$ cat src/rtl/conv_frame_ctrl_pkg.sv
// Shared types and sizing helpers for the conv2 frame sequencer (package conv_ctrl_pkg).
package conv_ctrl_pkg;

  typedef enum logic [1:0] {
    ST_IDLE  = 2'd0,
    ST_ISSUE = 2'd1,
    ST_DRAIN = 2'd2,
    ST_DONE  = 2'd3
  } ctrl_state_e;

  localparam int DEF_COL = 12;
  localparam int DEF_ROW = 12;
  localparam int DEF_K   = 5;

  // Number of valid window positions along one axis.
  function automatic int out_dim(input int n, input int k);
    return n - k + 1;
  endfunction

  // Bits needed to index n items; never narrower than one bit.
  function automatic int addr_w(input int n);
    return (n <= 1) ? 1 : $clog2(n);
  endfunction

  localparam int OUT_X = out_dim(DEF_COL, DEF_K);
  localparam int OUT_Y = out_dim(DEF_ROW, DEF_K);
  localparam int N_OUT = OUT_X * OUT_Y;

endpackage

$ cat src/rtl/conv_frame_ctrl_valid_delay_line.sv
// Fixed-depth shift register carrying {valid, win_valid} to align them with BRAM read data.
module valid_delay_line #(
  parameter int DEPTH = 1
) (
  input  logic       clk,
  input  logic       reset,
  input  logic [1:0] d_i,
  output logic [1:0] q_o
);

  logic [1:0] stage_q [DEPTH];

  // Reset clears every stage so no stale valid survives a mid-frame reset.
  always_ff @(posedge clk or posedge reset) begin
    if (reset) begin
      for (int i = 0; i < DEPTH; i++) begin
        stage_q[i] <= 2'b00;
      end
    end else begin
      stage_q[0] <= d_i;
      for (int i = 1; i < DEPTH; i++) begin
        stage_q[i] <= stage_q[i-1];
      end
    end
  end

  assign q_o = stage_q[DEPTH-1];

endmodule

$ cat src/rtl/conv_frame_ctrl.sv
// Frame sequencer for conv2: streams one ROW x COL fmap into the core and counts its outputs.
// Optional drain watchdog is built when CONV_CTRL_WATCHDOG_EN is defined.
module conv_frame_ctrl
  import conv_ctrl_pkg::*;
#(
  parameter int COL     = DEF_COL,
  parameter int ROW     = DEF_ROW,
  parameter int K       = DEF_K,
  parameter int RD_LAT  = 1,
  parameter int TIMEOUT = 255
) (
  input  logic                            clk,
  input  logic                            reset,
  input  logic                            i_start,
  input  logic                            i_ds_ready,
  output logic                            o_rd_en,
  output logic [addr_w(ROW*COL)-1:0]      o_rd_addr,
  output logic                            o_core_valid,
  output logic                            o_win_valid,
  input  logic                            i_core_ot_valid,
  output logic [addr_w(ROW-K+1)-1:0]      o_ot_row,
  output logic [addr_w(COL-K+1)-1:0]      o_ot_col,
  output logic                            o_busy,
  output logic                            o_done,
  output logic                            o_err
);

  localparam int NPIX = ROW * COL;
  localparam int OX   = out_dim(COL, K);
  localparam int OY   = out_dim(ROW, K);
  localparam int NOUT = OX * OY;
  localparam int AW   = addr_w(NPIX);
  localparam int RW   = addr_w(ROW);
  localparam int CLW  = addr_w(COL);
  localparam int ORW  = addr_w(OY);
  localparam int OCW  = addr_w(OX);
  localparam int CNTW = addr_w(NOUT + 1);

  ctrl_state_e     state_q;
  logic [AW-1:0]   pix_q;
  logic [RW-1:0]   row_q;
  logic [CLW-1:0]  col_q;
  logic            rd_en_q;
  logic [AW-1:0]   rd_addr_q;
  logic            win_q;
  logic [CNTW-1:0] out_cnt_q;
  logic [ORW-1:0]  ot_row_q;
  logic [OCW-1:0]  ot_col_q;
  logic            busy_q;
  logic            done_q;

  logic            start_go;
  logic            issuing;
  logic            count_ok;
  logic            win_d;
  logic            cur_last;
  logic [AW-1:0]   cur_pix;
  logic [RW-1:0]   cur_row;
  logic [CLW-1:0]  cur_col;
  logic [CNTW-1:0] out_cnt_d;
  logic [1:0]      dly_q;

`ifdef CONV_CTRL_WATCHDOG_EN
  localparam int WDW = addr_w(TIMEOUT);
  logic [WDW-1:0] wd_q;
  logic           err_q;
`endif

  // A start in IDLE issues pixel 0 on the same edge, so the pixel position restarts from zero.
  always_comb begin
    start_go  = (state_q == ST_IDLE) && i_start;
    issuing   = ((state_q == ST_ISSUE) || start_go) && i_ds_ready;
    cur_pix   = start_go ? '0 : pix_q;
    cur_row   = start_go ? '0 : row_q;
    cur_col   = start_go ? '0 : col_q;
    cur_last  = (cur_pix == AW'(NPIX - 1));
    win_d     = (cur_row >= RW'(K - 1)) && (cur_col >= CLW'(K - 1));
    count_ok  = i_core_ot_valid && ((state_q == ST_ISSUE) || (state_q == ST_DRAIN)) &&
                (out_cnt_q < CNTW'(NOUT));
    out_cnt_d = count_ok ? out_cnt_q + CNTW'(1) : out_cnt_q;
  end

  always_ff @(posedge clk or posedge reset) begin
    if (reset) begin
      state_q   <= ST_IDLE;
      pix_q     <= '0;
      row_q     <= '0;
      col_q     <= '0;
      rd_en_q   <= 1'b0;
      rd_addr_q <= '0;
      win_q     <= 1'b0;
      out_cnt_q <= '0;
      ot_row_q  <= '0;
      ot_col_q  <= '0;
      busy_q    <= 1'b0;
      done_q    <= 1'b0;
`ifdef CONV_CTRL_WATCHDOG_EN
      wd_q      <= '0;
      err_q     <= 1'b0;
`endif
    end else begin
      rd_en_q   <= issuing;
      win_q     <= issuing && win_d;
      done_q    <= 1'b0;
      out_cnt_q <= out_cnt_d;
`ifdef CONV_CTRL_WATCHDOG_EN
      wd_q      <= '0;
`endif

      // Output-point indices advance row-major over the OX x OY result grid.
      if (count_ok) begin
        if (ot_col_q == OCW'(OX - 1)) begin
          ot_col_q <= '0;
          ot_row_q <= (ot_row_q == ORW'(OY - 1)) ? '0 : ot_row_q + ORW'(1);
        end else begin
          ot_col_q <= ot_col_q + OCW'(1);
        end
      end

      case (state_q)
        ST_IDLE: begin
          if (i_start) begin
            state_q   <= ST_ISSUE;
            busy_q    <= 1'b1;
            out_cnt_q <= '0;
            ot_row_q  <= '0;
            ot_col_q  <= '0;
`ifdef CONV_CTRL_WATCHDOG_EN
            err_q     <= 1'b0;
`endif
          end
        end
        ST_DRAIN: begin
          if (out_cnt_d == CNTW'(NOUT)) begin
            state_q <= ST_DONE;
            busy_q  <= 1'b0;
            done_q  <= 1'b1;
          end
`ifdef CONV_CTRL_WATCHDOG_EN
          else if (i_core_ot_valid) begin
            wd_q <= '0;
          end else if (wd_q == WDW'(TIMEOUT - 1)) begin
            state_q <= ST_IDLE;
            busy_q  <= 1'b0;
            err_q   <= 1'b1;
          end else begin
            wd_q <= wd_q + WDW'(1);
          end
`endif
        end
        ST_DONE: begin
          state_q <= ST_IDLE;
        end
        default: begin
        end
      endcase

      // While stalled the address register shows the pixel that will be issued next.
      if ((state_q == ST_ISSUE) || start_go) begin
        rd_addr_q <= cur_pix;
        if (issuing) begin
          if (cur_last) begin
            pix_q   <= '0;
            row_q   <= '0;
            col_q   <= '0;
            state_q <= ST_DRAIN;
          end else begin
            pix_q <= cur_pix + AW'(1);
            if (cur_col == CLW'(COL - 1)) begin
              col_q <= '0;
              row_q <= cur_row + RW'(1);
            end else begin
              col_q <= cur_col + CLW'(1);
              row_q <= cur_row;
            end
          end
        end else begin
          pix_q <= cur_pix;
          row_q <= cur_row;
          col_q <= cur_col;
        end
      end
    end
  end

  valid_delay_line #(
    .DEPTH (RD_LAT)
  ) u_valid_dly (
    .clk   (clk),
    .reset (reset),
    .d_i   ({rd_en_q, win_q}),
    .q_o   (dly_q)
  );

  assign o_rd_en      = rd_en_q;
  assign o_rd_addr    = rd_addr_q;
  assign o_core_valid = dly_q[1];
  assign o_win_valid  = dly_q[0];
  assign o_ot_row     = ot_row_q;
  assign o_ot_col     = ot_col_q;
  assign o_busy       = busy_q;
  assign o_done       = done_q;
`ifdef CONV_CTRL_WATCHDOG_EN
  assign o_err        = err_q;
`else
  assign o_err        = 1'b0;
`endif

endmodule

$ cat config.mk
export PLATFORM = sky130hd
export DESIGN_NAME = conv_frame_ctrl
export DESIGN_NICKNAME = d
export VERILOG_FILES = /design/src/rtl/conv_frame_ctrl_pkg.sv /design/src/rtl/conv_frame_ctrl_valid_delay_line.sv /design/src/rtl/conv_frame_ctrl.sv
export SDC_FILE = /design/constraint.sdc
export NUM_CORES = 1
export LEC_CHECK = 0
export ABC_AREA = 1
export BUFFER_PORTS_ARGS = -buffer_cell sky130_fd_sc_hd__buf_2
export CAP_MARGIN = 20
export CORE_ASPECT_RATIO = 2
export CORE_MARGIN = 1
export CORE_UTILIZATION = 60
export DETAILED_ROUTE_END_ITERATION = 16
export GPL_TIMING_DRIVEN = 0
export PLACE_DENSITY = 0.81
export SLEW_MARGIN = 5
export SYNTH_ARGS = -nofsm -noshare
export SYNTH_HDL_FRONTEND = slang
export SYNTH_SLANG_ARGS = --single-unit
$ cat constraint.sdc
create_clock -name clk -period 6.15 [get_ports clk]
set_input_delay 1.23 -clock clk [delete_from_list [all_inputs] [get_ports clk]]
set_output_delay 1.23 -clock clk [all_outputs]
set_load 0.02 [all_outputs]
==> results.py, run 1 <==
metrics = {
    "synth": {
        "synth_top_area_share_pct": 47.10,
        "synth_cell_types": 30,
        "yosys.area.top_type": "dfrtp_1",
        "synth_seq_cells": 45,
        "synth_nets": 304,
        "syn_area_mm2": 0.002391,
        "yosys_warnings": 0,
        "synth_flop_cell": "dfrtp_1",
        "seq_area_frac_synth_pct": 47.10,
        "syn_inst": 288,
        "ys_top_cells_by_area": "dfrtp_1 47%, nand2_1 13%, inv_1 5.8%, ha_1 5.8%, o21ai_0 4.6%",
        "synth-edff-count": 0,
        "yosysMostFrequentCell": "nand2_1",
        "syn_avg_cell_area_um2": 8.302,
        "synth_commonest_cells": "81 x nand2_1, 45 x dfrtp_1, 37 x inv_1, 22 x o21ai_0, 21 x nor2_1",
        "synthArstFlopShare_pct": 100.0,
    },
    "hold_path": {
        "hold_path_class": "flip-flop to flip-flop",
        "min_path_cells": 0,
        "min_from": "win_q",
        "holdPathEnd": "u_valid_dly.q_o[0]",
    },
    "routing": {
        "wire_per_inst_um": 12.41,
        "dr.first_iter.drc_count": 53,
        "num_vias": 1949,
        "totalWireLength_um": 4604,
        "firstDrtPassIters": 4,
        "antenna_left": 0,
        "via_per_inst": 5.253,
        "drcViolationCount": 0,
    },
    "placement": {
        "dpl_cell_area_mm2": 0.002590,
        "hpwl_um": 3445,
        "place_inst": 363,
        "gp_congestion": 0.8624,
        "port_buffers": 23,
    },
    "global_route": {
        "grt_overflow": 0,
        "grt_pass1_vias": 1878,
        "antenna_found_initial": 0,
        "grtUsageMet1_pct": 25.30,
        "busiest_layer": "met2",
        "grt_pass1_wl_um": 7603,
        "grt_util_met3_pct": 3.777,
        "grt_max_degree": 41,
        "gr-usage-met2_pct": 43.06,
        "grt_util_all_layers_pct": 24.43,
    },
    "setup_path": {
        "crit_fanout": 10,
        "critPathKind": "input port to flip-flop",
        "cp-end-kind": "flip-flop",
        "ff2ff_path_depth": 14,
        "timing.rr.start": "state_q[0]",
        "r2r_setup_slack_ns": 3.16,
        "worstReg2RegEnd": "col_q[2]",
        "crit_required_ns": 6.33,
        "worstPathArrival_ns": 3.49,
        "start_kind": "input port",
    },
    "clock_tree": {
        "cts-hold-fix-buffers": 0,
        "cts_tree": "built",
        "cts_buffer_depth": 2,
        "clkSinkCount": 45,
        "post_cts_buffers": 0,
        "h-tree-depth": 2,
        "numCtsBuffers": 5,
        "clock_latency_ns": 0.30,
        "cts_root_buf": "clkbuf_8",
        "post_cts_resized": 0,
        "clkTransAtPathRegs_ns": 0.08,
    },
    "power_and_ir_drop": {
        "max-vdd-ir-drop_mv": 0.2843,
        "p_per_area_mw_per_mm2": 318.6,
        "cellLeakagePower_nw": 1.422,
    },
    "layout": {
        "finalNonFillerCells": 371,
        "antenna_cells": 0,
        "fin_area_mm2": 0.002673,
        "fin_util_pct": 69.53,
        "syn_to_final_growth_pct": 11.77,
        "nets": 335,
        "fillers": 341,
        "drive_gt1_share_pct": 16.25,
    },
    "floorplanning": {
        "fp-row-count": 32,
        "core_area_mm2": 0.003844,
        "die_area_mm2": 0.004257,
        "ios": 25,
        "die_y_um": 91.28,
        "initial_utilization_pct": 62.21,
        "die_w_um": 46.64,
    },
    "timing": {
        "fin_crit_ns": 3.310,
        "fin_crit_sh_pct": 53.82,
        "setup_viol": 0,
        "hold_viol_final": 0,
        "fin_tns_setup_ns": 0,
        "rsz0062_at_grt": "no",
        "clock.fmax_ghz": 0.3021,
        "drv_slew": 0,
        "finClkSkew_ns": 0.01010,
    },
    "job": {
        "cap_violations": 0,
    },
    "status": {
        "status": "finished clean",
    },
}
[routing by layer]
metal	wire length, um	vias up
met1	1753	916
met2	2600	42
met4	120	0
met5	0	-
li1	-	981
met3	130	10
[worst max-delay path: stages]
cell and delay [ns]:
buf_2 0.13, nand2_4 0.15, buf_4 0.20, inv_1 0.15, buf_4 0.21, nor2_1 0.22, ha_1 0.23, nand2_1 0.10
nor2_4 0.16, nand3_4 0.14, o21ai_4 0.26, inv_1 0.11, a22o_1 0.20
[cells by family (layout without fill, tap and decap cells)]
kind of cell | count (synthesis) | count (layout) | synth area share, %
and+or+nand+nor | 133 | 133 | 26.22
AOI/OAI and AO/OA | 48 | 48 | 11.20
DFF | 45 | 45 | 47.10
buffers and inverters | 45 | 77 | 7.744
adders and majority gates | 11 | 11 | 5.756
xor gates and xnor gates | 5 | 5 | 1.831
other | 1 | 1 | 0.1568
[sequential cells by signal, summed over array words and instances, names as in the netlist, 2 cells and up]
register         cells
o_rd_addr            8
pix_q                8
out_cnt_q            7
col_q                4
row_q                4
o_ot_col             3
o_ot_row             3
state_q              2
u_valid_dly.q_o      2
[layout make-up]
| cell class | instances | area [um2] | area share [%] |
|---|---|---|---|
| Inverter | 39 | 146.4 | 5.478 |
| Buffer | 6 | 38.79 | 1.451 |
| Clock inverter | 2 | 10.01 | 0.3745 |
| Sequential cell | 45 | 1126 | 42.13 |
| Tap cell | 51 | 63.81 | 2.388 |
| Clock buffer | 6 | 72.57 | 2.715 |
| Multi-Input combinational cell | 198 | 1080 | 40.40 |
| Timing Repair Buffer | 24 | 135.1 | 5.056 |
[power breakdown]
part | internal, mW | switching [mW] | total, mW
clock network | 0.0789 | 0.0982 | 0.177
logic | 0.0958 | 0.206 | 0.302
registers | 0.340 | 0.0322 | 0.373
[worst max path at each step]
stage	startpoint	cells after the start	endpoint	slack, ns
2_1_floorplan	i_start	12	col_q[2]	3.16
3_3_place_gp	i_start	13	col_q[2]	2.57
3_5_place_dp	i_start	13	col_q[2]	2.57
4_1_cts	i_start	13	col_q[2]	2.86
5_1_grt	i_start	13	col_q[2]	2.70
6_report	i_start	13	col_q[2]	2.84
[stage by stage]
stage                     hold WS (ns)  total power, mW  setup WS, ns
after global routing            0.3686           0.9107         2.703
after detailed placement        0.3457           0.6795         2.567
after global placement          0.3338           0.6689         2.570
after floorplan                 0.3312           0.5975         3.160
after CTS                       0.3583           0.8580         2.859
final                           0.3591           0.8514         2.840
[cell usage in the layout (no fill, tap or decap)]
| master | n |
|---|---|
| a21oi_1 | 18 |
| a22o_1 | 1 |
| buf_12 | 1 |
| buf_2 | 24 |
| buf_4 | 4 |
| clkbuf_1 | 2 |
| clkbuf_8 | 5 |
| clkinv_2 | 2 |
| conb_1 | 1 |
| dfrtp_1 | 45 |
| ha_1 | 11 |
| inv_1 | 36 |
| inv_2 | 3 |
| nand2_1 | 81 |
| nand2_4 | 3 |
| nand2_8 | 1 |
| nand3_1 | 12 |
| nand3_2 | 2 |
| nand3_4 | 1 |
| nand3b_1 | 1 |
| nand4_1 | 3 |
| nor2_1 | 21 |
| nor2_2 | 2 |
| nor2_4 | 2 |
| nor3_1 | 3 |
| nor3_4 | 1 |
| o211a_1 | 1 |
| o21ai_0 | 22 |
| o21ai_4 | 1 |
| o22ai_1 | 4 |
| o31ai_1 | 1 |
| xnor2_1 | 1 |
| xor2_1 | 4 |
No activity file was read; power rests on OpenSTA's default activity.
==> inputs of run 2 (changes only) <==
CORE_UTILIZATION = 58   (was 60)
PLACE_DENSITY = 0.79   (was 0.81)
clock period = 3.3 ns   (was 6.15 ns; I/O delays follow)
==> run 2 against run 1 <==
Clock power up 92%; clock-buffer cell count down 1; global-route usage up 0.85 points; first-iteration DRC count decreased by 38%; cell area grew 0.42%; register-to-register slack lost 2.9 ns; routed wire length grew 3.0%; core utilization fell by 0.43 points; sequential power is 86% higher; critical endpoint unchanged; critical path depth rose by 1; sequential cell count unchanged; largest cell class unchanged; non-clock buffer count is the same.
==> results.py, run 2 (same netlist as run 1, synthesis figures left out) <==
metrics = {
    "status": {
        "status": "finished clean",
    },
    "timing": {
        "fin_crit_sh_pct": 90.79,
        "fin_ws_ns": 0.3040,
        "setup_viol": 0,
        "tightest_slew_ns": 0.5524,
        "slew_headroom_pct": 63.12,
        "rsz0062_at_grt": "no",
        "fin_tns_setup_ns": 0,
        "clock.fmax_ghz": 0.3338,
        "fin_crit_ns": 2.996,
        "drv_slew": 0,
        "finClkSkew_ns": 0.009540,
        "hold_viol_final": 0,
    },
    "global_route": {
        "grt_max_degree": 25,
        "grt_pass1_vias": 1864,
        "grt_pass1_wl_um": 7941,
        "grt_util_all_layers_pct": 25.28,
        "grt_overflow": 0,
        "antenna_found_initial": 0,
    },
    "clock_tree": {
        "clock_latency_ns": 0.30,
        "cts_buffer_depth": 2,
        "numCtsBuffers": 5,
        "post_cts_resized": 0,
        "cts_root_buf": "clkbuf_8",
        "clkSinkCount": 45,
        "clkTransAtPathRegs_ns": 0.09,
        "cts-hold-fix-buffers": 0,
        "h-tree-depth": 2,
        "post_cts_buffers": 0,
        "cts_tree": "built",
    },
    "setup_path": {
        "r2r_setup_slack_ns": 0.30,
        "cp_common_cell": "inv_1",
        "worstPathArrival_ns": 3.19,
        "cp-end-kind": "flip-flop",
        "cp.buffers_inverters": 5,
        "crit_required_ns": 3.49,
        "path_cells": "inv_1, ha_1, nand2_4, buf_4, inv_1, buf_4, nor2_1, ha_1, nand2_1, nor2_4, nand3_4, o21ai_4, inv_1, a22o_1",
        "start_kind": "flip-flop",
        "slowest_delay_ns": 0.39,
        "critPathKind": "flip-flop to flip-flop",
        "cp_top_family": "simple AND/OR/NAND/NOR gates",
        "crit_path_top_delay_cell": "dfrtp_1",
        "crit_fanout": 10,
    },
    "routing": {
        "via_per_inst": 5.218,
        "antenna_left": 0,
        "drcViolationCount": 0,
        "totalWireLength_um": 4740,
        "firstDrtPassIters": 6,
        "num_vias": 1936,
        "dr.first_iter.drc_count": 33,
        "wire_per_inst_um": 12.78,
    },
    "floorplanning": {
        "initial_utilization_pct": 61.57,
        "die_w_um": 47.40,
        "core_area_mm2": 0.003884,
        "ios": 25,
        "die_area_mm2": 0.004399,
        "fp-row-count": 32,
        "die_y_um": 92.80,
    },
    "layout": {
        "fin_util_pct": 69.10,
        "layout_common_cells": "81 x nand2_1, 45 x dfrtp_1, 36 x inv_1, 24 x buf_2, 22 x o21ai_0",
        "nets": 335,
        "layout_commonest_cell": "nand2_1",
        "antenna_cells": 0,
        "syn_to_final_growth_pct": 12.24,
        "fin_area_mm2": 0.002684,
        "fillers": 348,
        "drive_gt1_share_pct": 16.56,
    },
    "placement": {
        "dpl_cell_area_mm2": 0.002597,
        "gp_congestion": 0.8477,
        "pre_cts_ws_ns": 0.2716,
        "port_buffers": 23,
        "hpwl_um": 3555,
    },
    "power_and_ir_drop": {
        "cellLeakagePower_nw": 1.424,
        "max-vdd-ir-drop_mv": 0.4200,
        "p_per_area_mw_per_mm2": 596.0,
    },
    "job": {
        "cap_violations": 0,
    },
    "hold_path": {
        "hold_path_class": "flip-flop to flip-flop",
    },
}
## run 2: report_power, final
group / switching [mW] / internal (mW) / leakage, nW / total [mW]
sequential: 0.0595 / 0.634 / 0.613 / 0.694
combinational: 0.386 / 0.179 / 0.768 / 0.565
clock: 0.194 / 0.146 / 0.0439 / 0.340
## run 2: area by class of cell
type                    instances  area (um2)  area share, %
clock inverters                 3       17.52         0.6527
repair buffers                 24       142.6          5.315
multi-input cells             198        1080          40.23
clock buffers                   5       68.82          2.564
inverters                      39       146.4          5.455
flip-flops and latches         45        1126          41.96
plain buffers                   6       38.79          1.445
well taps                      51       63.81          2.378
## run 2: final timing paths
path | cells past startpoint | end | from
min | 0 | u_valid_dly.q_o[0] | win_q
min reg2reg | 0 | u_valid_dly.q_o[0] | win_q
min in group asynchronous | 2 | u_valid_dly.q_o[0] | reset
max reg2reg | 14 | col_q[2] | state_q[0]
max | 14 | col_q[2] | state_q[0]
max in group asynchronous | 3 | o_rd_addr[4] | reset
## run 2: stage by stage
step / hold slack (ns) / power, mW / instances
floorplan: 0.3312 / 1.113 / 288
global placement: 0.3334 / 1.250 / 362
detailed placement: 0.3403 / 1.268 / 363
CTS: 0.3563 / 1.611 / 371
global route: 0.3571 / 1.719 / 371
finish: 0.3564 / 1.600 / 371
## run 2: per-layer routing
| metal | wire [um] | GRT usage [%] |
|---|---|---|
| met1 | 1849 | 27.33 |
| met2 | 2691 | 44.29 |
| met3 | 94 | 5.263 |
| met4 | 105 | 10.24 |
| met5 | 0 | 0 |
